==> config.mk <==
export PLATFORM = sky130hd
export DESIGN_NAME = stepper_move_queue
export DESIGN_NICKNAME = d
export VERILOG_FILES = /design/src/rtl/stepper_move_queue.sv
export SDC_FILE = /design/constraint.sdc
export NUM_CORES = 1
export LEC_CHECK = 0
export CORE_MARGIN = 2
export CORE_UTILIZATION = 60
export CTS_CLUSTER_DIAMETER = 120
export DETAILED_ROUTE_END_ITERATION = 10
export PLACE_DENSITY = 0.81
export SYNTH_ARGS = -nofsm -noshare
export SYNTH_HDL_FRONTEND = slang
export SYNTH_SLANG_ARGS = --single-unit
==> constraint.sdc <==
create_clock -name clk -period 14.14 [get_ports clk]
set_input_delay 3.535 -clock clk [delete_from_list [all_inputs] [get_ports clk]]
set_output_delay 3.535 -clock clk [all_outputs]
set_load 0.03 [all_outputs]
==> src/rtl/stepper_move_queue.sv <==
// stepper_move_queue
// Move-command queue in front of the per-axis step generator. Commands
// (steps, period, dir) are buffered in a FIFO and issued one at a time.
// When a move reverses direction, the dir line is changed first and held
// for DIR_SETUP cycles before the generator is started. The next move is
// issued only after the generator reports that the current one is finished.
module stepper_move_queue #(
    parameter int DEPTH     = 8,   // FIFO entries, power of two, 2..64
    parameter int DIR_SETUP = 4    // dir-to-start setup cycles, >= 1
) (
    input  logic                     clk,
    input  logic                     reset,       // async, active low
    input  logic                     cmd_valid,
    output logic                     cmd_ready,
    input  logic [30:0]              cmd_steps,
    input  logic [31:0]              cmd_period,
    input  logic                     cmd_dir,
    input  logic                     flush,
    output logic [31:0]              gen_period,
    output logic [30:0]              gen_count,
    output logic                     gen_start,
    output logic                     gen_abort,
    input  logic                     gen_finish,
    output logic                     dir,
    output logic                     busy,
    output logic [$clog2(DEPTH):0]   level,
    output logic [15:0]              moves_done
);

    localparam int AW = $clog2(DEPTH);
    localparam int CW = (DIR_SETUP > 1) ? $clog2(DIR_SETUP) : 1;

    localparam logic [AW:0]   LVL_ONE    = (AW+1)'(1);
    localparam logic [AW:0]   LVL_FULL   = (AW+1)'(DEPTH);
    localparam logic [AW-1:0] PTR_ONE    = AW'(1);
    localparam logic [CW-1:0] CNT_ONE    = CW'(1);
    localparam logic [CW-1:0] SETUP_INIT = CW'(DIR_SETUP - 1);

    // FSM encoding
    localparam logic [1:0] S_IDLE   = 2'd0;
    localparam logic [1:0] S_DSETUP = 2'd1;
    localparam logic [1:0] S_START  = 2'd2;
    localparam logic [1:0] S_RUN    = 2'd3;

    // FIFO storage: {dir, period, steps}
    logic [63:0]    r_mem [DEPTH];
    logic [AW-1:0]  r_wptr;
    logic [AW-1:0]  r_rptr;
    logic [AW:0]    r_level;

    // Control state
    logic [1:0]     r_state;
    logic [CW-1:0]  r_cnt;
    logic           r_first;      // first RUN cycle: masks a stale finish
    logic           r_dir;
    logic           r_abort;
    logic [31:0]    r_period;
    logic [30:0]    r_count;
    logic [15:0]    r_moves;

    logic           w_full;
    logic           w_empty;
    logic           w_push;
    logic           w_pop;
    logic [63:0]    w_head;
    logic [30:0]    w_h_steps;
    logic [31:0]    w_h_period;
    logic           w_h_dir;

    assign w_full     = (r_level == LVL_FULL);
    assign w_empty    = (r_level == '0);
    assign cmd_ready  = !w_full && !flush;
    assign w_push     = cmd_valid && cmd_ready;
    // Only IDLE consumes entries; flush overrides any pop in its cycle.
    assign w_pop      = (r_state == S_IDLE) && !w_empty && !flush;

    assign w_head     = r_mem[r_rptr];
    assign w_h_steps  = w_head[30:0];
    assign w_h_period = w_head[62:31];
    assign w_h_dir    = w_head[63];

    // FIFO storage write; contents need no reset since level gates reads
    always_ff @(posedge clk) begin
        if (w_push)
            r_mem[r_wptr] <= {cmd_dir, cmd_period, cmd_steps};
    end

    // FIFO pointers and occupancy; pointers wrap naturally at DEPTH
    always_ff @(posedge clk or negedge reset) begin
        if (!reset) begin
            r_wptr  <= '0;
            r_rptr  <= '0;
            r_level <= '0;
        end else if (flush) begin
            r_wptr  <= '0;
            r_rptr  <= '0;
            r_level <= '0;
        end else begin
            if (w_push)
                r_wptr <= r_wptr + PTR_ONE;
            if (w_pop)
                r_rptr <= r_rptr + PTR_ONE;
            case ({w_push, w_pop})
                2'b10:   r_level <= r_level + LVL_ONE;
                2'b01:   r_level <= r_level - LVL_ONE;
                default: r_level <= r_level;
            endcase
        end
    end

    // Move sequencer: pop, optional dir setup, start pulse, wait for finish
    always_ff @(posedge clk or negedge reset) begin
        if (!reset) begin
            r_state  <= S_IDLE;
            r_cnt    <= '0;
            r_first  <= 1'b0;
            r_dir    <= 1'b0;
            r_abort  <= 1'b0;
            r_period <= '0;
            r_count  <= '0;
            r_moves  <= '0;
        end else if (flush) begin
            // Abort only when a move is actually in progress; dir is kept.
            r_abort  <= (r_state != S_IDLE);
            r_state  <= S_IDLE;
            r_cnt    <= '0;
            r_first  <= 1'b0;
        end else begin
            r_abort <= 1'b0;
            case (r_state)
                S_IDLE: begin
                    // Zero-step entries are dropped here, one per cycle.
                    if (w_pop && (w_h_steps != '0)) begin
                        r_period <= w_h_period;
                        r_count  <= w_h_steps;
                        if (w_h_dir != r_dir) begin
                            r_dir   <= w_h_dir;
                            r_cnt   <= SETUP_INIT;
                            r_state <= S_DSETUP;
                        end else begin
                            r_state <= S_START;
                        end
                    end
                end
                S_DSETUP: begin
                    if (r_cnt == '0)
                        r_state <= S_START;
                    else
                        r_cnt <= r_cnt - CNT_ONE;
                end
                S_START: begin
                    r_state <= S_RUN;
                    r_first <= 1'b1;
                end
                S_RUN: begin
                    if (r_first) begin
                        r_first <= 1'b0;
                    end else if (gen_finish) begin
                        r_moves <= r_moves + 16'd1;
                        r_state <= S_IDLE;
                    end
                end
                default: r_state <= S_IDLE;
            endcase
        end
    end

    assign gen_start  = (r_state == S_START);
    assign gen_abort  = r_abort;
    assign gen_period = r_period;
    assign gen_count  = r_count;
    assign dir        = r_dir;
    assign busy       = (r_state != S_IDLE) || !w_empty;
    assign level      = r_level;
    assign moves_done = r_moves;

endmodule

* After elaboration in Yosys (flattened, before gate mapping)
Memory sizes are Yosys's and may differ from the RTL's.
Index checks and enable logic that the tools add are counted.
** Word-level totals
- Memory bits (writable) :: 512
- Register bits :: 96
- Memories :: 1
- Word-level logic and storage cells :: 80
** Memories
- r_mem :: words 8, width 64, read ports 1, clocked after Yosys merged registers in 0, write ports 1, line 46 : logic [63:0] r_mem [DEPTH];
** Operators by class
- Reduce and logical (&&, ||, !) cells :: 24
- $add $sub $neg :: 6
- Bitwise logic cells :: 2
- Muxes and demuxes :: 23
- Equal/unequal tests :: 13
** Operators with widths (number)
- $reduce_bool 31->1 :: 1
- $mux 2 :: 10
- $add 16x1->16 const B :: 1
- $reduce_and 4->1 :: 4
- $mux 3 :: 4
- $ne 3x3->1 const B :: 4
- $reduce_bool 3->1 :: 3
- $pmux 2 s4 :: 1
- $pmux 4 s2 :: 1
- $add 3x1->3 const B :: 2
- $eq 2x2->1 const B :: 3
- $ne 3x2->1 const B :: 2
- $reduce_bool 2->1 :: 3
- $logic_and 1x1->1 :: 5
- $add 4x1->4 const B :: 1
- $eq 2x1->1 const B :: 2
- $eq 4x4->1 const B :: 1
- $logic_not 2->1 :: 2
- $logic_not 4->1 :: 1
- $mux 1 :: 4
- $mux 4 :: 1
- $pmux 2 s2 :: 1
- $sub 4x1->4 const B :: 1
- $logic_not 1->1 :: 3
- 6 further kinds :: 7

* Logic depth before layout (Yosys ltp)
Gate-level depths: netlist (run 1).
- Depth after elaboration :: 8
- Gate-level depth with buffers :: 14
- Mapped depth without buffers :: 10

* Worst setup path before layout (run 1)
OpenSTA, ideal clock, no wires.
- Path kind :: input port to flip-flop
- Start point :: in flush
- End point :: mem r_mem[0][0] (enable)
- Buffers on the path :: 2
- Setup slack :: 4378 ps
- Library setup time :: 565 ps
- Cell stages on the path :: 6
- Arrival time :: 9197 ps
- Cell sequence :: clkbuf_1 -> a21oi_1 -> and2_1 -> clkbuf_1 -> nand2b_1 -> nor3_1
** On the way
- Word-level cells in the longest chain between the ends :: 5
** Ends and longest elaborated chain
- start: declaration :: line 18 : input logic flush,
- $logic_not 1->1 :: line 72 : assign cmd_ready = !w_full && !flush;
- $logic_and 1x1->1 :: line 72
- via cmd_ready :: line 14 : output logic cmd_ready,
- $logic_and 1x1->1 :: line 73 : assign w_push = cmd_valid && cmd_ready;
- $mux 1 :: line 84 : if (w_push)
- $mux 1 (implied by the code) :: line 85 : r_mem[r_wptr] <= {cmd_dir, cmd_period, cmd_steps};
- end: declaration :: line 46
The timed path passes the listed nets, and every way through them passes these cells.

* Worst setup path after layout (run 1)
- Start point :: in flush
- End point :: out cmd_ready
** On the way
- Word-level cells in the longest chain between the ends :: 2
** Ends and longest elaborated chain (line)
- $logic_not 1->1 :: 72
- $logic_and 1x1->1 :: 72
- end: declaration :: 14
Every way passes these cells.

==> results of run 1 <==
worst paths after layout:
kind / to / cells after the start / startpoint
worst max-delay path: cmd_ready / 3 / flush
worst min-delay path: moves_done[15]$_DFFE_PN0P_ / 1 / moves_done[15]$_DFFE_PN0P_
worst max register to register: gen_period[10]$_DFFE_PN0P_ / 11 / r_rptr[1]$_DFFE_PN0P_
worst min register to register: moves_done[15]$_DFFE_PN0P_ / 1 / moves_done[15]$_DFFE_PN0P_
max in group asynchronous: r_rptr[1]$_DFFE_PN0P_ / 2 / reset
min in group asynchronous: gen_period[19]$_DFFE_PN0P_ / 1 / reset
Yosys cell counts (all sizes together) (2+ instances only):
cell    number  area, sq um
nand4        5         31.3
and3         3         18.8
a31oi       50          313
ha          11          138
nand2      135          507
dfrtp       96         2400
o211ai       3         22.5
mux2i       23          230
inv         10         37.5
a21oi       22          110
nand2b       7         43.8
a22oi        3         22.5
and2        10         62.6
buf         36          248
a311oi       3         26.3
xor2         7         61.3
nor4         3         18.8
nor3        10         55.1
xnor2       17          149
clkbuf      27          101
or4          2         18.8
nor2        90          338
o21ai        9         45.0
nor2b        2         12.5
nand3       15         75.1
edfxtp     512        15400
mux2         2         22.5
mux4       121         2730
layout make-up:
class / count / area share [%]
Sequential cell: 608 / 64.7
Multi-Input combinational cell: 568 / 19.0
Timing Repair Buffer: 176 / 6.22
Clock buffer: 82 / 6.09
Tap cell: 518 / 2.36
Clock inverter: 26 / 1.41
Inverter: 10 / 0.137
Antenna cell: 5 / 0.0455
flip-flops by register name, indices dropped and copies added (netlist names):
name / cells
dir: 1
gen_abort: 1
gen_count: 31
gen_period: 32
level: 4
moves_done: 16
r_cnt: 2
r_first: 1
r_mem: 512
r_rptr: 3
r_state: 2
r_wptr: 3
through the flow:
step           instances  total power, W  hold slack [ps]
2_1_floorplan       1249         0.00316              440
3_3_place_gp        1880         0.00354              461
3_5_place_dp        1880         0.00359              470
4_1_cts             1988         0.00524              480
5_1_grt             1990         0.00541              499
6_report            1993         0.00521              474
worst register-to-register path, cell delays in order (launching register included):
cell and delay, ps:
dfrtp_4 890, buf_4 580, buf_4 830, mux4_2 450, nand2_1 80, and2_0 220, nand4_1 250, or4_4 640
o311a_4 660, buf_4 510, nor2_1 280, a31oi_1 80
power by group:
part	internal, W	total, W	leakage, nW	switching [W]
sequential	0.00210	0.00225	5.76	0.000142
combinational	0.000568	0.00132	2.36	0.000749
clock	0.00101	0.00165	1.00	0.000643
total	0.00368	0.00521	9.12	0.00154
routing by layer:
| metal | share of wire (%) | wire [um] |
|---|---|---|
| met5 | 0.048 | 24 |
| met4 | 2.4 | 1200 |
| met3 | 7.2 | 3640 |
| met2 | 51 | 25800 |
| met1 | 39 | 19600 |
logic make-up after synthesis:
logic type,Yosys count
XOR/XNOR,24
AO/OA/AOI/OAI,100
AND/OR/NAND/NOR,287
multiplexers,146
flip-flops,608
adder cells (fa/ha/maj),11
buffers and inverters,73
==> impl_metrics.py, run 1 <==
metrics = {
    "status": {
        "status": "finished clean",
    },
    "setup_path": {
        "crit_fanout": 19,
        "slowest_delay_ps": 760,
        "worstSetupPathType": "input port to primary output",
        "crit_required_ps": 10600,
        "rrSetupSlack_ps": 8500,
        "worstPathCellList": "clkdlybuf4s50_1 > a21oi_1 > clkdlybuf4s50_1",
        "path_common_cell": "clkdlybuf4s50_1",
        "crit_arrival_ps": 5310,
        "critPathBufInv": 2,
        "path_delay_family": "buffers and inverters",
        "cpMaxStageDelayCell": "clkdlybuf4s50_1",
        "endpoint_kind": "primary output",
        "start_kind": "input port",
    },
    "detailed_routing": {
        "vias": 12189,
        "drc": 0,
        "drt-total-wl_mm": 50.3,
        "wl_per_cell_um": 25.2,
        "vias_per_cell": 6.12,
        "drt.antenna.violating_nets": 0,
        "drtPass1Iterations": 5,
        "drt_iter0_markers": 1225,
    },
    "grt": {
        "grtUsageMet1_pct": 33.5,
        "grt_overflow": 0,
        "gr-usage-met3_pct": 5.04,
        "grt_pass1_vias": 12903,
        "grt.met2_usage_pct": 42.8,
        "grt_antenna_before_repair": 6,
        "grt_pass1_wl_mm": 76.3,
        "grt_start_max_net_pins": 66,
        "grt_usage_pct": 25.3,
        "grt.busiest_layer": "met2",
    },
    "placement": {
        "io_buffers": 156,
        "place_hpwl_mm": 26.4,
        "post_dp_cell_area_sq_um": 25400,
        "place_congestion": 0.786,
        "pre_cts_ws_ps": 5300,
    },
    "synthesis": {
        "syn-cell-area_sq_um": 23300,
        "async_flop_share_pct": 15.8,
        "synthAdderAreaFrac_pct": 0.590,
        "synth_warnings": 0,
        "synth_compound_area_share_pct": 2.66,
        "synth-edff-count": 512,
        "ys_seq_elements": 608,
        "synth_xor_area_share_pct": 0.901,
        "synth-simple-area-share_pct": 5.23,
        "ys_seq_area_share_pct": 76.2,
        "syn_nets": 1329,
        "ys.flop_type": "edfxtp_1",
        "synthCells": 1249,
        "synth_top_family_by_area": "multiplexers",
        "synth_mux_area_share_pct": 12.8,
        "synth.distinct_cells": 50,
        "avgSynthCellArea_sq_um": 18.7,
    },
    "sta": {
        "min_period_ps": 8840,
        "finalSetupViolCount": 0,
        "slew_headroom_pct": 24.6,
        "finalHoldViolCount": 0,
        "setup_slack_ps": 5300,
        "clock_skew_ps": 18.0,
        "min_period_over_period_pct": 62.5,
        "worst_pin_slew_ps": 1130,
        "slew_viol_final": 0,
        "max_freq_mhz": 113,
        "rsz0062_at_grt": "false",
        "setup_tns_ps": 0,
    },
    "die": {
        "start_util_pct": 60.5,
        "rows": 72,
        "die_h_um": 201,
        "die_area_sq_um": 40500,
        "ioPinCount": 157,
        "chipWidth_um": 201,
        "coreArea_sq_um": 38600,
    },
    "final_layout": {
        "regArea_sq_um": 17800,
        "drive_gt1_share_pct": 16.9,
        "multi_input_area_sq_um": 5230,
        "final_area_sq_um": 27500,
        "final_util_pct": 71.3,
        "final_common_cell": "edfxtp_1",
        "fill_cells": 2318,
        "layout_common_cells": "edfxtp_1 (512), clkdlybuf4s50_1 (155), nand2_1 (135), mux4_2 (121), dfrtp_1 (93)",
        "area_growth_pct": 17.8,
        "nets": 1502,
    },
    "cts": {
        "cts_tree": "built",
        "cts.path.max_buffers": 3,
        "cts_sinks": 608,
        "cts-root-buf": "clkbuf_16",
        "cts_inserted_buffers": 58,
        "cts_max_level": 2,
        "clock_latency_ps": 590,
        "ctsHoldBuffers": 0,
        "post_cts_buffers": 0,
        "clkSlewWorstSetupHoldPaths_ps": 60,
        "cts_resized": 0,
    },
    "worst_hold_path": {
        "min_path_type": "flop to flop",
    },
    "power": {
        "leakagePower_nw": 9.12,
        "power.density_nw_per_um2": 190,
        "peakVddDrop_mv": 0.108,
    },
    "run": {
        "cap_violations": 0,
    },
}
No activity file was read; power rests on OpenSTA's default activity.
==> inputs of run 2 (changes only) <==
CORE_UTILIZATION = 53   (was 60)
PLACE_DENSITY = 0.76   (was 0.81)
clock period = 7.3 ns   (was 14.14 ns; I/O delays follow)
==> impl_metrics.py, run 2 (synthesized netlist as in run 1, its figures left out) <==
metrics = {
    "sta": {
        "slew_viol_final": 0,
        "finalSetupViolCount": 0,
        "worst_pin_slew_ps": 1050,
        "finalHoldViolCount": 0,
        "min_period_ps": 5190,
        "rsz0062_at_grt": "false",
        "setup_tns_ps": 0,
        "setup_slack_ps": 2110,
        "clock_skew_ps": 19.9,
        "slew_headroom_pct": 29.8,
        "max_freq_mhz": 193,
        "min_period_over_period_pct": 71.1,
    },
    "power": {
        "p_clk_share_pct": 29.6,
        "sw_frac_of_total_pct": 29.8,
        "p_seq_share_pct": 44.2,
        "pwr-share-comb_pct": 26.2,
        "peakVddDrop_mv": 0.238,
        "power.density_nw_per_um2": 356,
        "power_w": 0.00978,
        "switching_power_w": 0.00292,
        "leakagePower_nw": 9.05,
        "p_int_w": 0.00686,
    },
    "setup_path": {
        "crit_arrival_ps": 3370,
        "critPathBufInv": 3,
        "worstSetupPathType": "input port to primary output",
        "cpMaxStageDelayCell": "clkdlybuf4s50_1",
        "crit_fanout": 19,
        "path_delay_family": "buffers and inverters",
        "path_common_cell": "clkdlybuf4s50_1",
        "start_kind": "input port",
        "slowest_delay_ps": 720,
        "endpoint_kind": "primary output",
        "crit_required_ps": 5480,
        "worstPathCellList": "clkdlybuf4s50_1 > buf_4 > a21oi_1 > clkdlybuf4s50_1",
    },
    "die": {
        "rows": 76,
        "chipWidth_um": 214,
        "die_h_um": 214,
        "ioPinCount": 157,
        "start_util_pct": 53.9,
        "die_area_sq_um": 45700,
        "coreArea_sq_um": 43300,
    },
    "detailed_routing": {
        "drc": 0,
        "wl_per_cell_um": 23.6,
        "drt-total-wl_mm": 48.7,
        "vias": 12020,
        "drt.antenna.violating_nets": 0,
        "vias_per_cell": 5.83,
        "drtPass1Iterations": 5,
        "drt_iter0_markers": 1168,
    },
    "placement": {
        "place_hpwl_mm": 27.7,
        "pre_cts_ws_ps": 2100,
        "place_congestion": 0.784,
        "dp_cells": 1950,
        "io_buffers": 156,
    },
    "grt": {
        "grt_pass1_vias": 12636,
        "grt_overflow": 0,
        "grt_antenna_before_repair": 1,
        "grt_start_max_net_pins": 86,
        "grt_pass1_wl_mm": 74.7,
        "grt_usage_pct": 22.1,
    },
    "final_layout": {
        "layout_common_cells": "edfxtp_1 (512), clkdlybuf4s50_1 (155), nand2_1 (135), mux4_2 (121), dfrtp_1 (93)",
        "regMostFlops": "r_mem",
        "final_cells": 2060,
        "area_growth_pct": 17.6,
        "final_common_cell": "edfxtp_1",
        "drive_gt1_share_pct": 16.8,
        "largest_reg_flops": 512,
        "final_util_pct": 63.4,
        "fill_cells": 2896,
        "nets": 1506,
    },
    "run": {
        "cap_violations": 0,
    },
    "cts": {
        "clkSlewWorstSetupHoldPaths_ps": 60,
        "cts.path.max_buffers": 3,
        "clock_latency_ps": 610,
        "cts_sinks": 608,
        "cts-root-buf": "clkbuf_16",
        "cts_max_level": 2,
        "cts_inserted_buffers": 59,
        "cts_resized": 0,
        "post_cts_buffers": 0,
        "cts_tree": "built",
        "ctsHoldBuffers": 0,
    },
    "worst_hold_path": {
        "min_path_type": "flop to flop",
    },
    "status": {
        "status": "finished clean",
    },
}
run 2: routing by layer:
metal / routed length [um] / share of wire [%] / track usage (%)
met5: 0 / 0 / 0
met1: 19500 / 40 / 30.0
met4: 1060 / 2.2 / 7.14
met3: 3210 / 6.6 / 3.09
met2: 24900 / 51 / 37.6
run 2: cell type report:
class | count | area, sq um | area share, %
sequential | 608 | 17800 | 64.8
multi-input combinational | 568 | 5250 | 19.1
timing repair buffer | 179 | 1770 | 6.45
clock buffer | 87 | 1730 | 6.32
tap | 585 | 732 | 2.67
clock inverter | 22 | 128 | 0.465
inverter | 10 | 37.5 | 0.137
antenna | 1 | 2.50 | 0.00912
run 2: through the flow:
stage | area, sq um | hold slack [ps]
3_5_place_dp | 25600 | 471
3_3_place_gp | 25600 | 463
5_1_grt | 27400 | 516
4_1_cts | 27400 | 486
2_1_floorplan | 23300 | 440
6_report | 27400 | 479
run 2: power groups by stage:
stage	Sequential (W)	Clock [W]	Combinational, W
2_1_floorplan	0.00464	0	0.00148
3_3_place_gp	0.00439	0	0.00253
3_5_place_dp	0.00440	0	0.00257
4_1_cts	0.00433	0.00294	0.00259
5_1_grt	0.00436	0.00307	0.00277
6_report	0.00432	0.00289	0.00256
run 2: path summary, 6_finish.rpt:
kind,from,to,slack (ps),depth (start not counted)
worst max-delay path,flush,cmd_ready,2110,4
worst min-delay path,r_cnt[0]$_DFFE_PN0P_,r_cnt[0]$_DFFE_PN0P_,480,1
worst max register to register,r_rptr[0]$_DFFE_PN0P_,gen_period[24]$_DFFE_PN0P_,2710,10
worst min register to register,r_cnt[0]$_DFFE_PN0P_,r_cnt[0]$_DFFE_PN0P_,480,1
max in group asynchronous,reset,gen_period[7]$_DFFE_PN0P_,4830,2
min in group asynchronous,reset,gen_count[26]$_DFFE_PN0P_,1310,1
run 2: worst reg2reg max path, stage by stage, from the launching register on:
cell and delay (ps):
dfrtp_4 940, buf_4 430, buf_4 570, mux4_2 620, a21oi_1 140, o2bb2ai_1 140
nand4_1 190, o311a_4 720, buf_4 430, nor2_1 190, a31oi_1 60
